$ cat config.mk
export PLATFORM = sky130hd
export DESIGN_NAME = video_timing_gen
export DESIGN_NICKNAME = d
export VERILOG_FILES = /design/src/rtl/video_timing_gen.sv
export SDC_FILE = /design/constraint.sdc
export NUM_CORES = 1
export LEC_CHECK = 0
export BUFFER_PORTS_ARGS = -buffer_cell sky130_fd_sc_hd__buf_2
export CORE_ASPECT_RATIO = 0.9
export CORE_MARGIN = 2
export CORE_UTILIZATION = 40
export CTS_CLUSTER_DIAMETER = 80
export DETAILED_ROUTE_END_ITERATION = 7
export PLACE_DENSITY_LB_ADDON = 0.2
export SLEW_MARGIN = 20
export SYNTH_ARGS = -nofsm -noshare
export SYNTH_HDL_FRONTEND = slang
export SYNTH_SLANG_ARGS = --single-unit
$ cat constraint.sdc
create_clock -name clk_i -period 3.6 [get_ports clk_i]
set_clock_uncertainty 0.1 [all_clocks]
set_input_delay 0.54 -clock clk_i [delete_from_list [all_inputs] [get_ports clk_i]]
set_output_delay 0.54 -clock clk_i [all_outputs]
set_load 0.005 [all_outputs]
$ cat src/rtl/video_timing_gen.sv
// video_timing_gen: raster timing generator with sync/enable strobes and four built-in test patterns.
// Every output is registered and reflects the (h,v) counter state of the previous clock.
module video_timing_gen #(
    parameter int H_WIDTH  = 1920,
    parameter int H_START  = 2008,
    parameter int H_SYNC   = 44,
    parameter int H_TOTAL  = 2200,
    parameter int V_HEIGHT = 1080,
    parameter int V_START  = 1084,
    parameter int V_SYNC   = 5,
    parameter int V_TOTAL  = 1125,
    parameter bit HS_POL   = 1'b1,
    parameter bit VS_POL   = 1'b1,
    parameter int KH       = 30,
    parameter int KV       = 30
) (
    input  logic        clk_i,
    input  logic        rst_ni,
    input  logic        en_i,
    input  logic [1:0]  pat_i,
    output logic        hs_o,
    output logic        vs_o,
    output logic        de_o,
    output logic [23:0] data_o,
    output logic [11:0] x_o,
    output logic [11:0] y_o,
    output logic        sof_o
);
    localparam logic [12:0] HW  = 13'(H_WIDTH);
    localparam logic [12:0] HS0 = 13'(H_START);
    localparam logic [12:0] HS1 = 13'(H_START + H_SYNC);
    localparam logic [12:0] HT  = 13'(H_TOTAL - 1);
    localparam logic [12:0] VH  = 13'(V_HEIGHT);
    localparam logic [12:0] VS0 = 13'(V_START);
    localparam logic [12:0] VS1 = 13'(V_START + V_SYNC);
    localparam logic [12:0] VT  = 13'(V_TOTAL - 1);
    localparam logic [11:0] KH1 = 12'(KH - 1);
    localparam logic [11:0] KV1 = 12'(KV - 1);
    localparam int          BW  = H_WIDTH / 8;
    localparam logic [7:0][23:0] BARS = {
        24'h000000, 24'h0000FF, 24'hFF0000, 24'hFF00FF,
        24'h00FF00, 24'h00FFFF, 24'hFFFF00, 24'hFFFFFF
    };

    logic [11:0] r_h, r_v, r_kx, r_ky;
    logic        r_bx, r_by;
    logic [1:0]  r_pat;

    logic [12:0] w_h13, w_v13;
    logic        w_hwrap, w_vwrap, w_origin, w_de, w_hs, w_vs;
    logic [1:0]  w_pat;
    logic [2:0]  w_bar;
    logic [23:0] w_rgb;

    assign w_h13    = {1'b0, r_h};
    assign w_v13    = {1'b0, r_v};
    assign w_hwrap  = (w_h13 == HT);
    assign w_vwrap  = (w_v13 == VT);
    assign w_origin = (r_h == '0) && (r_v == '0);
    assign w_de     = (w_h13 < HW) && (w_v13 < VH);
    assign w_hs     = (w_h13 >= HS0) && (w_h13 < HS1);
    assign w_vs     = (w_v13 >= VS0) && (w_v13 < VS1);
    // The pixel at the frame origin already uses the newly selected pattern.
    assign w_pat    = w_origin ? pat_i : r_pat;

    // Bar index by threshold compare; pixels beyond the eighth bar stay on the last one.
    always_comb begin
        w_bar = '0;
        for (int i = 1; i < 8; i++)
            if (w_h13 >= 13'(i * BW)) w_bar = 3'(i);
        w_rgb = (w_pat == 2'd0) ? BARS[w_bar] :
                (w_pat == 2'd1) ? {24{~(r_bx ^ r_by)}} :
                (w_pat == 2'd2) ? {3{r_h[7:0]}} : 24'h808080;
    end

    always_ff @(posedge clk_i) begin
        if (!rst_ni) begin
            r_h   <= '0;
            r_v   <= '0;
            r_kx  <= '0;
            r_ky  <= '0;
            r_bx  <= 1'b0;
            r_by  <= 1'b0;
            r_pat <= '0;
        end else if (en_i) begin
            if (w_origin) r_pat <= pat_i;
            r_h <= w_hwrap ? '0 : r_h + 12'd1;
            if (w_hwrap) begin
                r_kx <= '0;
                r_bx <= 1'b0;
                r_v  <= w_vwrap ? '0 : r_v + 12'd1;
                if (w_vwrap) begin
                    r_ky <= '0;
                    r_by <= 1'b0;
                end else if (r_ky == KV1) begin
                    r_ky <= '0;
                    r_by <= ~r_by;
                end else begin
                    r_ky <= r_ky + 12'd1;
                end
            end else if (r_kx == KH1) begin
                r_kx <= '0;
                r_bx <= ~r_bx;
            end else begin
                r_kx <= r_kx + 12'd1;
            end
        end
    end

    // While frozen, x_o/y_o hold the last presented position.
    always_ff @(posedge clk_i) begin
        if (!rst_ni) begin
            de_o   <= 1'b0;
            sof_o  <= 1'b0;
            data_o <= '0;
            x_o    <= '0;
            y_o    <= '0;
            hs_o   <= ~HS_POL;
            vs_o   <= ~VS_POL;
        end else if (!en_i) begin
            de_o   <= 1'b0;
            sof_o  <= 1'b0;
            data_o <= '0;
            hs_o   <= ~HS_POL;
            vs_o   <= ~VS_POL;
        end else begin
            de_o   <= w_de;
            sof_o  <= w_origin;
            data_o <= w_de ? w_rgb : '0;
            x_o    <= r_h;
            y_o    <= r_v;
            hs_o   <= w_hs ? HS_POL : ~HS_POL;
            vs_o   <= w_vs ? VS_POL : ~VS_POL;
        end
    end
endmodule

=== Word level (Yosys, flattened, before mapping) ===
Memory sizes are Yosys's and may differ from the RTL's.
Index checks and enable logic that the tools add are counted.

* $add $sub $neg: 4
* $lt $le $gt $ge: 14
* Eq/ne operators: 6
* Mux-type cells: 24
* Bitwise gates (word level): 4
* Reduce and logical (&&, ||, !) cells: 14

{| class="wikitable"
|+ Operator list
! kind !! count
|-
| 24-bit two-way mux || 4
|-
| 12-bit two-way mux || 6
|-
| 12-bit by 11-bit >= comparator with 1-bit output, second input constant || 5
|-
| 12-bit by 1-bit adder with 12-bit output, second input constant || 4
|-
| 12-bit by 11-bit < comparator with 1-bit output, second input constant || 3
|-
| 12-bit by 5-bit == test with 1-bit output, second input constant || 2
|-
| 12-bit by 10-bit >= comparator with 1-bit output, second input constant || 2
|-
| 12-bit logical NOT || 2
|-
| 3-bit two-way mux || 6
|-
| 12-bit by 11-bit == test with 1-bit output, second input constant || 1
|-
| 12-bit == test, second input constant || 1
|-
| 12-bit by 8-bit >= comparator with 1-bit output, second input constant || 1
|-
| 12-bit by 9-bit >= comparator with 1-bit output, second input constant || 1
|-
| 12-bit < comparator, second input constant || 1
|-
| 1-bit two-way mux || 7
|-
| 2-bit AND reduction || 3
|-
| 3-bit AND reduction || 2
|-
| 1-bit logical AND || 4
|-
| 3-bit by 4-bit < comparator with 1-bit output, second input constant || 1
|-
| 2-bit nonzero test || 2
|-
| 1-bit NOT || 3
|-
| 2-bit by 1-bit == test with 1-bit output, second input constant || 1
|-
| 2-bit == test, second input constant || 1
|-
| 2-bit logical NOT || 1
|-
| 2 further kinds || 2
|}

* Register bits after elaboration: 104
* Memory bits (read-only): 192
* Word-level logic and storage cells: 81
* Memories kept: 1

{| class="wikitable"
|+ Memory list
! memory !! words !! bits a word !! read ports !! clocked after Yosys merged registers in !! wr ports !! RTL line !! source
|-
| (name not given) || 8 || 24 || 1 || 0 || 0 || 71 || <nowiki>w_rgb = (w_pat == 2'd0) ? BARS[w_bar] :</nowiki>
|}

=== Logic depth before layout (Yosys ltp) ===
* Depth after elaboration: 11
* Gate-level depth with buffers: 10
* Mapped depth without buffers: 8

=== Least setup slack after synthesis ===
No wires, ideal clock.

* Path kind: flip-flop to flip-flop
* From: register r_h[4]
* To: register data_o[0]
* Data arrival time: 2516 ps
* Data required time: 3380 ps
* Path slack: 864 ps
* Stages on the path, launching flop included: 10
* Path buffers: 3
* Path through: dfxtp_1 buf_6 or4_4 nor4b_4 and4_1 buf_6 mux2_2 and3_1 clkbuf_1 a211o_1

* Longest elaborated chain between the ends: 11
* Elaborated cells on any way between the ends: 28

{| class="wikitable"
|+ RTL lines
! item !! RTL line !! source
|-
| start, declared || 45 || <nowiki>logic [11:0] r_h, r_v, r_kx, r_ky;</nowiki>
|-
| start signal, assigned || 87 || <nowiki>r_h <= w_hwrap ? '0 : r_h + 12'd1;</nowiki>
|-
| 12-bit by 8-bit >= comparator with 1-bit output || 70 || <nowiki>if (w_h13 >= 13'(i * BW)) w_bar = 3'(i);</nowiki>
|-
| 1-bit two-way mux || 70 ||
|-
| 3-bit two-way mux (6 in series) || 70 ||
|-
| memory 8 x 24 bit || n/a ||
|-
| 24-bit two-way mux (implied by the code) || 71 ||
|-
| 24-bit two-way mux || 71 ||
|-
| end signal, assigned || 129 || <nowiki>data_o <= w_de ? w_rgb : '0;</nowiki>
|-
| end, declared || 24 || <nowiki>output logic [23:0] data_o,</nowiki>
|}

Several ways; a longest one is shown, not always the timed one. The select of a mux whose other input is x is not followed.
A chain may end at the register's enable or synchronous reset.

=== Worst setup path in the final report ===
* From: register r_h[5]
* To: register data_o[5]

Same word-level chain as after synthesis.

==> out/qor_table.md <==
| Result | Reported |
|---|---|
| H-tree Lvls | 3 |
| Synth Flop Type | sky130_fd_sc_hd__dfxtp_1 |
| CP startpoint kind | flop |
| Kind of end point of the critical path | flop |
| Fmax | 0.336 GHz |
| R2R Path End | data_o[5] |
| Area added between synthesis and finish | 14.6% |
| Starting utilization of the core area | 40.6% |
| Wire length of the first global-routing pass | 17.1 mm |
| R2R cell count | 6 |
| Post-layout nets | 569 |
| RSZ-0062 raised after global routing | no |
| Die span in y | 106 um |
| Detailed Place HPWL | 7.36 mm |
| Count of pins on the block boundary | 57 |
| Number of buffers on the longest clock path | 2 |
| Fraction of layout cells with a size suffix above 1 | 15.0% |
| Die W | 117 um |
| Vias in the first global route | 3460 |
| Total negative setup slack | 0 ns |
| Arr. time, crit path | 3.12 ns |
| Number of placement rows | 37 |
| Clock slew at the register clock pins of the worst setup and hold paths | 0.07 ns |
| Status | finished clean |
| Antenna diode count | 0 |
| Number of clock sinks seen by CTS | 104 |
| Yosys top cell area share | 45.4% |
| P_leak | 2.15 nW |
| R2R Setup Slk | 0.62 ns |
| Count of hold buffers inserted by post-cts repair | 0 |
| Number of warnings issued by yosys | 0 |
| Synth Cell Area | 4590 um^2 |
| Most area-consuming cells after synthesis | sky130_fd_sc_hd__dfxtp_1, sky130_fd_sc_hd__mux2i_1, sky130_fd_sc_hd__nor2_1 |
| End point of the critical path | data_o[5] |
| Asr flop ratio synth | 0% |
| Number of CTS-inserted buffers | 9 |
| Floorplan die area | 12300 um^2 |
| Peak VDD IR | 193 uV |
| Final clock period utilization by the worst path | 82.8% |
| Wirelength per Cell | 14.6 um |
| Pwr per Cell Area | 443 nW/um^2 |
| TritonCTS clock tree | yes |
| Class of the tightest hold or removal check | reg -> reg |
| Slew HR | 48.0% |
| Drt pass-1 iters | 4 |
| Initial antenna violation count | 0 |
| Mapped Avg Cell Area | 8.93 um^2 |
| Max_cap viols | 0 |
| Total overflow reported by the global router | 0 |
| Total core area | 11300 um^2 |
| Resized Gates After CTS | 0 |
| Post-synth top area cell | sky130_fd_sc_hd__dfxtp_1 |
| Critical path fanouts, max | 13 |
| Clk Latency, worst-skew pair | 0.35 ns |
| All-Layer GR Usage | 17.8% |
| Transition time at the pin with the least slew margin | 0.760 ns |
| Number of standard cells after synthesis | 514 |
| GPL Wtd Cong | 0.795 |
| Non-filler instance count after layout | 717 |
| Leading cell type in the layout, fill and taps excluded | sky130_fd_sc_hd__dfxtp_1 |
| Count of unique library cells instantiated by Yosys | 46 |
| Maximum number of pins on one net before global-route repair | 40 |
| Required arrival time at the worst endpoint | 3.74 ns |
| Final setup vio count | 0 |
| Number of input and output port buffers inserted | 56 |
| Post-CTS Setup Inserts | 0 |
| Total vias in the final route | 3690 |
| Routed vias/inst | 5.15 |
| Final Hold Viols | 0 |
| Sequential fraction of the synthesis area | 45.4% |
| Worst Setup SP | r_h[5] |
| Post-synthesis sequential element count | 104 |
| Final instance area | 5260 um^2 |
| Root buffer selected by CTS | sky130_fd_sc_hd__clkbuf_16 |
| Antenna-violating nets left | 0 |
| Number of enable flip-flop cells after synthesis | 0 |
| Worst hold slack | 0.395 ns |
| Minimum clock period after layout | 2.98 ns |
| Worst flop-to-flop path startpoint | r_h[5] |
| Number of design rule violations left after detail routing | 0 |
| Cell count after placement | 701 |
| Max-slew violation total from the final report | 0 |
| DRT iter0 DRCs | 178 |
| Standard cell area after detailed placement | 4960 um^2 |
| Startpoint-to-endpoint class of the critical path | reg -> reg |
| Post-Syn Nets | 527 |
| Most frequent cells in the layout | sky130_fd_sc_hd__dfxtp_1, sky130_fd_sc_hd__buf_2, sky130_fd_sc_hd__nor2_1 |
| Total wire length | 10.5 mm |
## kinds of logic (layout without fill, tap and decap cells)
kind of cell	count (synthesis)	after routing	share of synthesized area, %
compound gates	72	72	9.87
flops	104	104	45.4
simple gates	222	222	25.2
fa+ha+maj	9	9	2.40
xor+xnor	35	35	6.68
buf+inv	43	90	4.01
mux	29	29	6.46
## per-layer routing
layer  GRT usage (%)  wire length (um)
met1            24.0              4890
met2            27.5              4890
met3            4.89               556
met4            5.63               142
met5               0                 0
## stage by stage
step | power (mW) | utilization (%) | setup slack (ns)
finish | 2.33 | 46.6 | 0.621
global placement | 1.38 | 43.9 | 0.715
detailed placement | 1.38 | 43.9 | 0.638
floorplan | 1.33 | - | 0.864
CTS | 2.36 | 46.6 | 0.627
global route | 2.42 | 46.6 | 0.499
## synthesized netlist by cell type, types with 2 or more instances
| library cell | n |
|---|---|
| sky130_fd_sc_hd__nand2_1 | 46 |
| sky130_fd_sc_hd__and2_1 | 5 |
| sky130_fd_sc_hd__xor2_1 | 22 |
| sky130_fd_sc_hd__inv_1 | 14 |
| sky130_fd_sc_hd__a2111oi_0 | 2 |
| sky130_fd_sc_hd__mux2_2 | 2 |
| sky130_fd_sc_hd__nor4_1 | 5 |
| sky130_fd_sc_hd__a21o_1 | 2 |
| sky130_fd_sc_hd__nor3_1 | 10 |
| sky130_fd_sc_hd__dfxtp_1 | 104 |
| sky130_fd_sc_hd__nand3_1 | 22 |
| sky130_fd_sc_hd__buf_6 | 3 |
| sky130_fd_sc_hd__o22ai_1 | 2 |
| sky130_fd_sc_hd__nor2b_1 | 28 |
| sky130_fd_sc_hd__and3_1 | 10 |
| sky130_fd_sc_hd__a21oi_1 | 25 |
| sky130_fd_sc_hd__or3_1 | 7 |
| sky130_fd_sc_hd__o21ai_1 | 2 |
| sky130_fd_sc_hd__nor4b_1 | 3 |
| sky130_fd_sc_hd__a211oi_1 | 3 |
| sky130_fd_sc_hd__nand2b_1 | 2 |
| sky130_fd_sc_hd__ha_1 | 8 |
| sky130_fd_sc_hd__a21boi_0 | 5 |
| sky130_fd_sc_hd__mux2i_1 | 26 |
| sky130_fd_sc_hd__clkbuf_1 | 25 |
| sky130_fd_sc_hd__o211ai_1 | 8 |
| sky130_fd_sc_hd__and4_1 | 7 |
| sky130_fd_sc_hd__nor2_1 | 53 |
| sky130_fd_sc_hd__nand4_1 | 14 |
| sky130_fd_sc_hd__a211o_1 | 7 |
| sky130_fd_sc_hd__nor3b_1 | 3 |
| sky130_fd_sc_hd__a31oi_1 | 2 |
| sky130_fd_sc_hd__xnor2_1 | 13 |
| sky130_fd_sc_hd__o21ai_0 | 12 |
## where the power goes
group / internal [mW] / switching [mW]
registers: 1.18 / 0.0182
logic: 0.0689 / 0.0864
clock network: 0.539 / 0.436
## registers in the layout, indices dropped and copies added (netlist names)
name and count:
data_o 24, r_h 12, r_kx 12, r_ky 12, r_v 12, x_o 12
y_o 12, r_pat 2, de_o 1, hs_o 1, r_bx 1, r_by 1
sof_o 1, vs_o 1
## worst min path at each step
stage | from | slack [ns] | cells after the start | to
after detailed placement | r_ky[11] | 0.39 | 2 | r_ky[11]
after global routing | pat_i[1] | 0.43 | 3 | r_pat[1]
after floorplan | r_ky[11] | 0.36 | 2 | r_ky[11]
after CTS | rst_ni | 0.40 | 3 | sof_o
final | r_ky[11] | 0.40 | 2 | r_ky[11]
after global placement | r_ky[11] | 0.37 | 2 | r_ky[11]
## layout make-up
| cell class | instances | area, um^2 |
|---|---|---|
| Tap cell | 156 | 195 |
| Inverter | 14 | 52.6 |
| Timing Repair Buffer | 60 | 310 |
| Clock inverter | 7 | 71.3 |
| Clock buffer | 9 | 225 |
| Sequential cell | 104 | 2080 |
| Multi-Input combinational cell | 367 | 2320 |
| Fill cell | 1156 | 6040 |
## critical path, stage by stage, from the launching register on
cell and delay [ns]:
sky130_fd_sc_hd__dfxtp_1 0.45, sky130_fd_sc_hd__or4_4 0.59, sky130_fd_sc_hd__nor4b_4 0.30, sky130_fd_sc_hd__and4_1 0.44
sky130_fd_sc_hd__mux2_2 0.43, sky130_fd_sc_hd__and3_1 0.26, sky130_fd_sc_hd__a211o_1 0.29
(Power assumes the default switching activity.)
